<file path="src/rtl/mips_run_controller.sv">
// Load/run/dump sequencer wrapped around the single-cycle MIPS core: streams a program
// into instruction memory, runs the core for a bounded number of cycles, then dumps the register file.
module mips_run_controller #(
    parameter int INST_WIDTH     = 32,
    parameter int PC_WIDTH       = 10,
    parameter int DATA_WIDTH     = 16,
    parameter int REG_ADDR_WIDTH = 4,
    parameter int NUM_REGS       = 16,
    parameter int CYCLE_WIDTH    = 16
) (
    input  logic                      clock,
    input  logic                      reset_n,
    input  logic                      load_valid,
    output logic                      load_ready,
    input  logic [INST_WIDTH-1:0]     load_data,
    input  logic                      load_last,
    output logic                      imem_we,
    output logic [PC_WIDTH-1:0]       imem_addr,
    output logic [INST_WIDTH-1:0]     imem_wdata,
    input  logic                      start,
    input  logic                      clear,
    input  logic [CYCLE_WIDTH-1:0]    max_cycles,
    input  logic [PC_WIDTH-1:0]       halt_pc,
    input  logic                      halt_pc_en,
    input  logic [PC_WIDTH-1:0]       cpu_pc,
    output logic                      cpu_run,
    output logic                      cpu_rst_n,
    output logic [REG_ADDR_WIDTH-1:0] reg_rd_addr,
    input  logic [DATA_WIDTH-1:0]     reg_rd_data,
    output logic                      dump_valid,
    input  logic                      dump_ready,
    output logic [DATA_WIDTH-1:0]     dump_data,
    output logic [REG_ADDR_WIDTH-1:0] dump_idx,
    output logic                      dump_last,
    output logic                      busy,
    output logic                      done,
    output logic [1:0]                halt_cause,
    output logic [CYCLE_WIDTH-1:0]    cycles_run
);

    typedef enum logic [2:0] {
        ST_IDLE = 3'd0,
        ST_LOAD = 3'd1,
        ST_RUN  = 3'd2,
        ST_DUMP = 3'd3,
        ST_DONE = 3'd4
    } state_t;

    localparam logic [PC_WIDTH-1:0]       ADDR_MAX = {PC_WIDTH{1'b1}};
    localparam logic [REG_ADDR_WIDTH-1:0] LAST_IDX = REG_ADDR_WIDTH'(NUM_REGS - 1);

    state_t                    state_r;
    state_t                    state_next_s;
    logic [PC_WIDTH-1:0]       wr_addr_r;
    logic [PC_WIDTH-1:0]       cur_addr_s;
    logic [CYCLE_WIDTH-1:0]    max_cycles_r;
    logic [CYCLE_WIDTH-1:0]    cycles_run_r;
    logic [PC_WIDTH-1:0]       halt_pc_r;
    logic                      halt_pc_en_r;
    logic [1:0]                halt_cause_r;
    logic [REG_ADDR_WIDTH-1:0] dump_idx_r;
    logic                      load_ready_s;
    logic                      beat_s;
    logic                      overflow_s;
    logic                      start_s;
    logic                      pc_match_s;
    logic                      run_s;
    logic                      limit_s;
    logic                      dump_last_s;
    logic                      dump_hs_s;

    // Handshake qualifiers; beats are masked by reset so the write strobe drops without a clock
    always_comb begin
        load_ready_s = (state_r == ST_IDLE) || (state_r == ST_LOAD);
        beat_s       = load_valid && load_ready_s && reset_n;
        cur_addr_s   = (state_r == ST_IDLE) ? {PC_WIDTH{1'b0}} : wr_addr_r;
        overflow_s   = beat_s && !load_last && (cur_addr_s == ADDR_MAX);
        start_s      = (state_r == ST_IDLE) && start && !beat_s;
        pc_match_s   = halt_pc_en_r && (cpu_pc == halt_pc_r);
        run_s        = (state_r == ST_RUN) && !pc_match_s;
        limit_s      = (cycles_run_r == (max_cycles_r - CYCLE_WIDTH'(1)));
        dump_last_s  = (state_r == ST_DUMP) && (dump_idx_r == LAST_IDX);
        dump_hs_s    = (state_r == ST_DUMP) && dump_ready;
    end

    // State register
    always_ff @(posedge clock or negedge reset_n) begin
        if (!reset_n) begin
            state_r <= ST_IDLE;
        end else begin
            state_r <= state_next_s;
        end
    end

    // Next-state logic
    always_comb begin
        state_next_s = state_r;
        case (state_r)
            ST_IDLE: begin
                if (beat_s) begin
                    state_next_s = load_last ? ST_IDLE : (overflow_s ? ST_DONE : ST_LOAD);
                end else if (start_s) begin
                    state_next_s = (max_cycles == {CYCLE_WIDTH{1'b0}}) ? ST_DUMP : ST_RUN;
                end else begin
                    state_next_s = ST_IDLE;
                end
            end
            ST_LOAD: begin
                if (beat_s) begin
                    state_next_s = load_last ? ST_IDLE : (overflow_s ? ST_DONE : ST_LOAD);
                end else begin
                    state_next_s = ST_LOAD;
                end
            end
            ST_RUN:  state_next_s = (pc_match_s || limit_s) ? ST_DUMP : ST_RUN;
            ST_DUMP: state_next_s = (dump_hs_s && dump_last_s) ? ST_DONE : ST_DUMP;
            ST_DONE: state_next_s = clear ? ST_IDLE : ST_DONE;
            default: state_next_s = ST_IDLE;
        endcase
    end

    // Write counter, latched run parameters, cycle count, halt cause and dump index
    always_ff @(posedge clock or negedge reset_n) begin
        if (!reset_n) begin
            wr_addr_r    <= {PC_WIDTH{1'b0}};
            max_cycles_r <= {CYCLE_WIDTH{1'b0}};
            cycles_run_r <= {CYCLE_WIDTH{1'b0}};
            halt_pc_r    <= {PC_WIDTH{1'b0}};
            halt_pc_en_r <= 1'b0;
            halt_cause_r <= 2'b00;
            dump_idx_r   <= {REG_ADDR_WIDTH{1'b0}};
        end else begin
            if (beat_s) begin
                wr_addr_r <= cur_addr_s + PC_WIDTH'(1);
            end
            if (overflow_s) begin
                halt_cause_r <= 2'b11;
            end
            if (start_s) begin
                max_cycles_r <= max_cycles;
                halt_pc_r    <= halt_pc;
                halt_pc_en_r <= halt_pc_en;
                cycles_run_r <= {CYCLE_WIDTH{1'b0}};
                halt_cause_r <= (max_cycles == {CYCLE_WIDTH{1'b0}}) ? 2'b01 : 2'b00;
            end
            // A PC match blocks the edge entirely, so it also takes precedence over the budget
            if (state_r == ST_RUN) begin
                if (pc_match_s) begin
                    halt_cause_r <= 2'b10;
                end else begin
                    cycles_run_r <= cycles_run_r + CYCLE_WIDTH'(1);
                    if (limit_s) begin
                        halt_cause_r <= 2'b01;
                    end
                end
            end
            if (dump_hs_s) begin
                dump_idx_r <= dump_last_s ? {REG_ADDR_WIDTH{1'b0}} : (dump_idx_r + REG_ADDR_WIDTH'(1));
            end
        end
    end

    // Output decode
    always_comb begin
        load_ready  = load_ready_s;
        imem_we     = beat_s;
        imem_addr   = cur_addr_s;
        imem_wdata  = load_data;
        cpu_run     = run_s;
        cpu_rst_n   = (state_r == ST_RUN) || (state_r == ST_DUMP) || (state_r == ST_DONE);
        reg_rd_addr = dump_idx_r;
        dump_valid  = (state_r == ST_DUMP);
        dump_data   = reg_rd_data;
        dump_idx    = dump_idx_r;
        dump_last   = dump_last_s;
        busy        = (state_r == ST_LOAD) || (state_r == ST_RUN) || (state_r == ST_DUMP);
        done        = (state_r == ST_DONE);
        halt_cause  = halt_cause_r;
        cycles_run  = cycles_run_r;
    end

endmodule

</file>
<file path="config.mk">
export PLATFORM = sky130hd
export DESIGN_NAME = mips_run_controller
export DESIGN_NICKNAME = d
export VERILOG_FILES = /design/src/rtl/mips_run_controller.sv
export SDC_FILE = /design/constraint.sdc
export NUM_CORES = 1
export LEC_CHECK = 0
export CAP_MARGIN = 20
export CELL_PAD_IN_SITES_DETAIL_PLACEMENT = 0
export CELL_PAD_IN_SITES_GLOBAL_PLACEMENT = 1
export CORE_MARGIN = 2
export CORE_UTILIZATION = 30
export CTS_BUF_LIST = sky130_fd_sc_hd__clkbuf_8
export CTS_CLUSTER_DIAMETER = 120
export DETAILED_ROUTE_END_ITERATION = 16
export HOLD_SLACK_MARGIN = 0.15
export PLACE_DENSITY_LB_ADDON = 0.1
export SYNTH_ARGS = -nofsm -noshare
export SYNTH_HDL_FRONTEND = slang
export SYNTH_SLANG_ARGS = --single-unit
</file>
<file path="constraint.sdc">
create_clock -name clock -period 3.3 [get_ports clock]
set_input_delay 0.66 -clock clock [delete_from_list [all_inputs] [get_ports clock]]
set_output_delay 0.66 -clock clock [all_outputs]
set_load 0.03 [all_outputs]
</file>
==> results.toml <==
[yosys]
synth-compound-area-share_pct = 8.38
synth_top_family_by_area = "simple AND/OR/NAND/NOR gates"
yosysUniqueCellTypes = 55
ys_seq_elements = 62
synth_edf_count = 0
syn_inst = 453
synth-async-reset-ratio_pct = 100
syn_avg_cell_area_um2 = 8.70
yosys.area_share.simple_pct = 27.7
netlist_top_cells_area = "dfrtp_1 (39%), nand2_1 (10%), buf_4 (9.9%), xnor2_1 (6.2%), nand3_1 (3.2%)"
yosysMostFrequentCell = "nand2_1"
synth_ff_type = "dfrtp_1"
seq_area_frac_synth_pct = 39.4
synthAdderAreaFrac_pct = 1.27
syn_area_mm2 = 0.00394
synth_area_leader_cell = "dfrtp_1"
synth-xor-area-share_pct = 8.89
yosysWarnings = 0
yosys.area.top_type_share_pct = 39.4
synthTopCellsByCount = "nand2_1 (105), dfrtp_1 (62), buf_4 (52)"
synthMuxAreaShare_pct = 2.32
synth_fp_nets = 549

[place]
gp_congestion = 0.773
placed_cells = 659
io_buffer_count = 87
hpwlAfterDp_um = 7800

[run_status]
status = "completed"

[power_and_ir_drop]
power.total_w = 0.00384
p_leak_nw = 2.10
power.density_mw_per_mm2 = 786
peakVddDrop_mv = 0.240

[clocking]
htree_num_levels = 3
cts_resized = 0
post_cts_buffers = 0
cts-hold-fix-buffers = 0
clock_sinks = 62
cts_tree = "yes"
clock_latency_ns = 0.35
ctsRootBufferMaster = "clkbuf_8"
cts_buffers = 9
path_clk_slew_ns = 0.08
cts_buffer_depth = 2

[final_layout]
final_layout_size_suffix_gt1_share_pct = 7.77
multi_input_comb_area_mm2 = 0.00192
syn2layout_area_growth_pct = 23.9
layout.nets = 594
utilization_pct = 38.4
fin_cells = 674
n_antenna_cell = 0
regArea_mm2 = 0.00155
fillCellCount = 1357

[sta]
rsz0062_at_grt = "no"
fin_tns_setup_ns = 0
setup_viol = 0
maxSlewHeadroom_pct = 36.9
fin_skew_ns = 0.0111
final_max_slew_viol_count = 0
hold_viol = 0
period_minus_slack_ns = 2.93
worstMarginPinSlew_ns = 0.946
finalCritPeriodShare_pct = 88.9
max_freq_ghz = 0.341

[detailed_routing]
viasPerCell = 4.80
wl_um = 10500
wl_per_cell_um = 15.6
drt-initial-drc-count = 158
first_pass_iters = 4
drc = 0
drt.antenna.violating_nets = 0
vias = 3238

[floorplan]
die_w_um = 119
io_pins = 184
die_y_um = 119
initial_core_util_pct = 31.0
die-area_mm2 = 0.0141
core_area_mm2 = 0.0127
rows = 41

[critical_path]
critical_path_arrival_ns = 2.27
cp_max_fo = 11
crit_type = "flip-flop to primary output"
critPathCaptureType = "primary output"
start_kind = "flip-flop"
reg2reg_slack_ns = 0.53
crit_required_ns = 2.64

[global_route]
grt_pass1_vias = 3096
antenna_found_initial = 0
gr-total-overflow = 0
grt_max_degree = 65
grt_pass1_wl_um = 16900
grt_use_total_pct = 15.2

[min_path]
hp-class = "flip-flop to flip-flop"

[run]
cap_violations = 0
where the power goes:
part           internal [W]  total [W]  switching, W
combinational      0.000758    0.00174      0.000979
clock              0.000460   0.000775      0.000315
sequential         0.000993    0.00132      0.000331
state kept, by name, indices dropped and copies added, names as in the netlist:
signal,count
cycles_run,16
dump_idx,4
halt_cause,2
halt_pc_en_r,1
halt_pc_r,10
max_cycles_r,16
state_r,3
wr_addr_r,10
kinds of logic (layout without fill, tap and decap cells):
group                    count (synthesis)  count (layout)
AND/OR/NAND/NOR                        220             220
buffers and inverters                   73             122
flip-flops                              62              62
AO/OA/AOI/OAI                           45              45
XOR/XNOR                                40              40
multiplexers                             9               9
adder cells (fa/ha/maj)                  4               4
layer usage:
layer	up-vias	routed length [um]	track usage, %
met1	1537	5050	21.1
met5	-	0	0
met3	31	561	3.76
met4	0	197	5.65
li1	1590	-	-
met2	80	4710	22.8
metrics by stage:
step / worst slack (ns) / hold slack [ns] / cell area [um^2]
6_report: 0.366 / 0.489 / 4880
5_1_grt: 0.262 / 0.532 / 4880
4_1_cts: 0.361 / 0.489 / 4880
3_5_place_dp: 0.424 / 0.469 / 4660
3_3_place_gp: 0.409 / 0.473 / 4660
2_1_floorplan: 0.778 / 0.364 / 3940
final timing paths:
| kind | cells after the start | endpoint | start |
|---|---|---|---|
| worst max-delay path | 4 | imem_addr[9] | state_r[0] |
| max in group asynchronous | 2 | cycles_run[8] | reset_n |
| worst min register to register | 2 | halt_pc_en_r | halt_pc_en_r |
| worst max register to register | 8 | halt_cause[1] | max_cycles_r[0] |
| min in group asynchronous | 2 | state_r[0] | reset_n |
| worst min-delay path | 2 | halt_pc_en_r | halt_pc_en_r |
cell usage in the layout (no fill, tap or decap), types with 8 or more instances in the layout:
cell and instances:
clkdlybuf4s50_1 85, mux2i_1 8, xor2_1 12, buf_4 11
nor2_1 20, nand2_1 105, nand3_1 25, dfrtp_1 62
xnor2_1 28, clkbuf_8 11, inv_1 8, o21ai_0 12
nor2b_1 12, nand4_1 10
critical path: stages, from the launching register on:
cell             delay, ns
dfrtp_1               0.46
nor3_2                0.54
buf_4                 0.28
nor2b_1               0.06
clkdlybuf4s50_1       0.59
cell type report:
type	instances	share of cell area (%)
Tap cell	172	4.41
Timing Repair Buffer	97	19.2
Sequential cell	62	31.8
Multi-Input combinational cell	318	39.3
Inverter	10	0.769
Clock buffer	11	3.10
Clock inverter	4	1.46
Power figures use the tool's default switching activity.
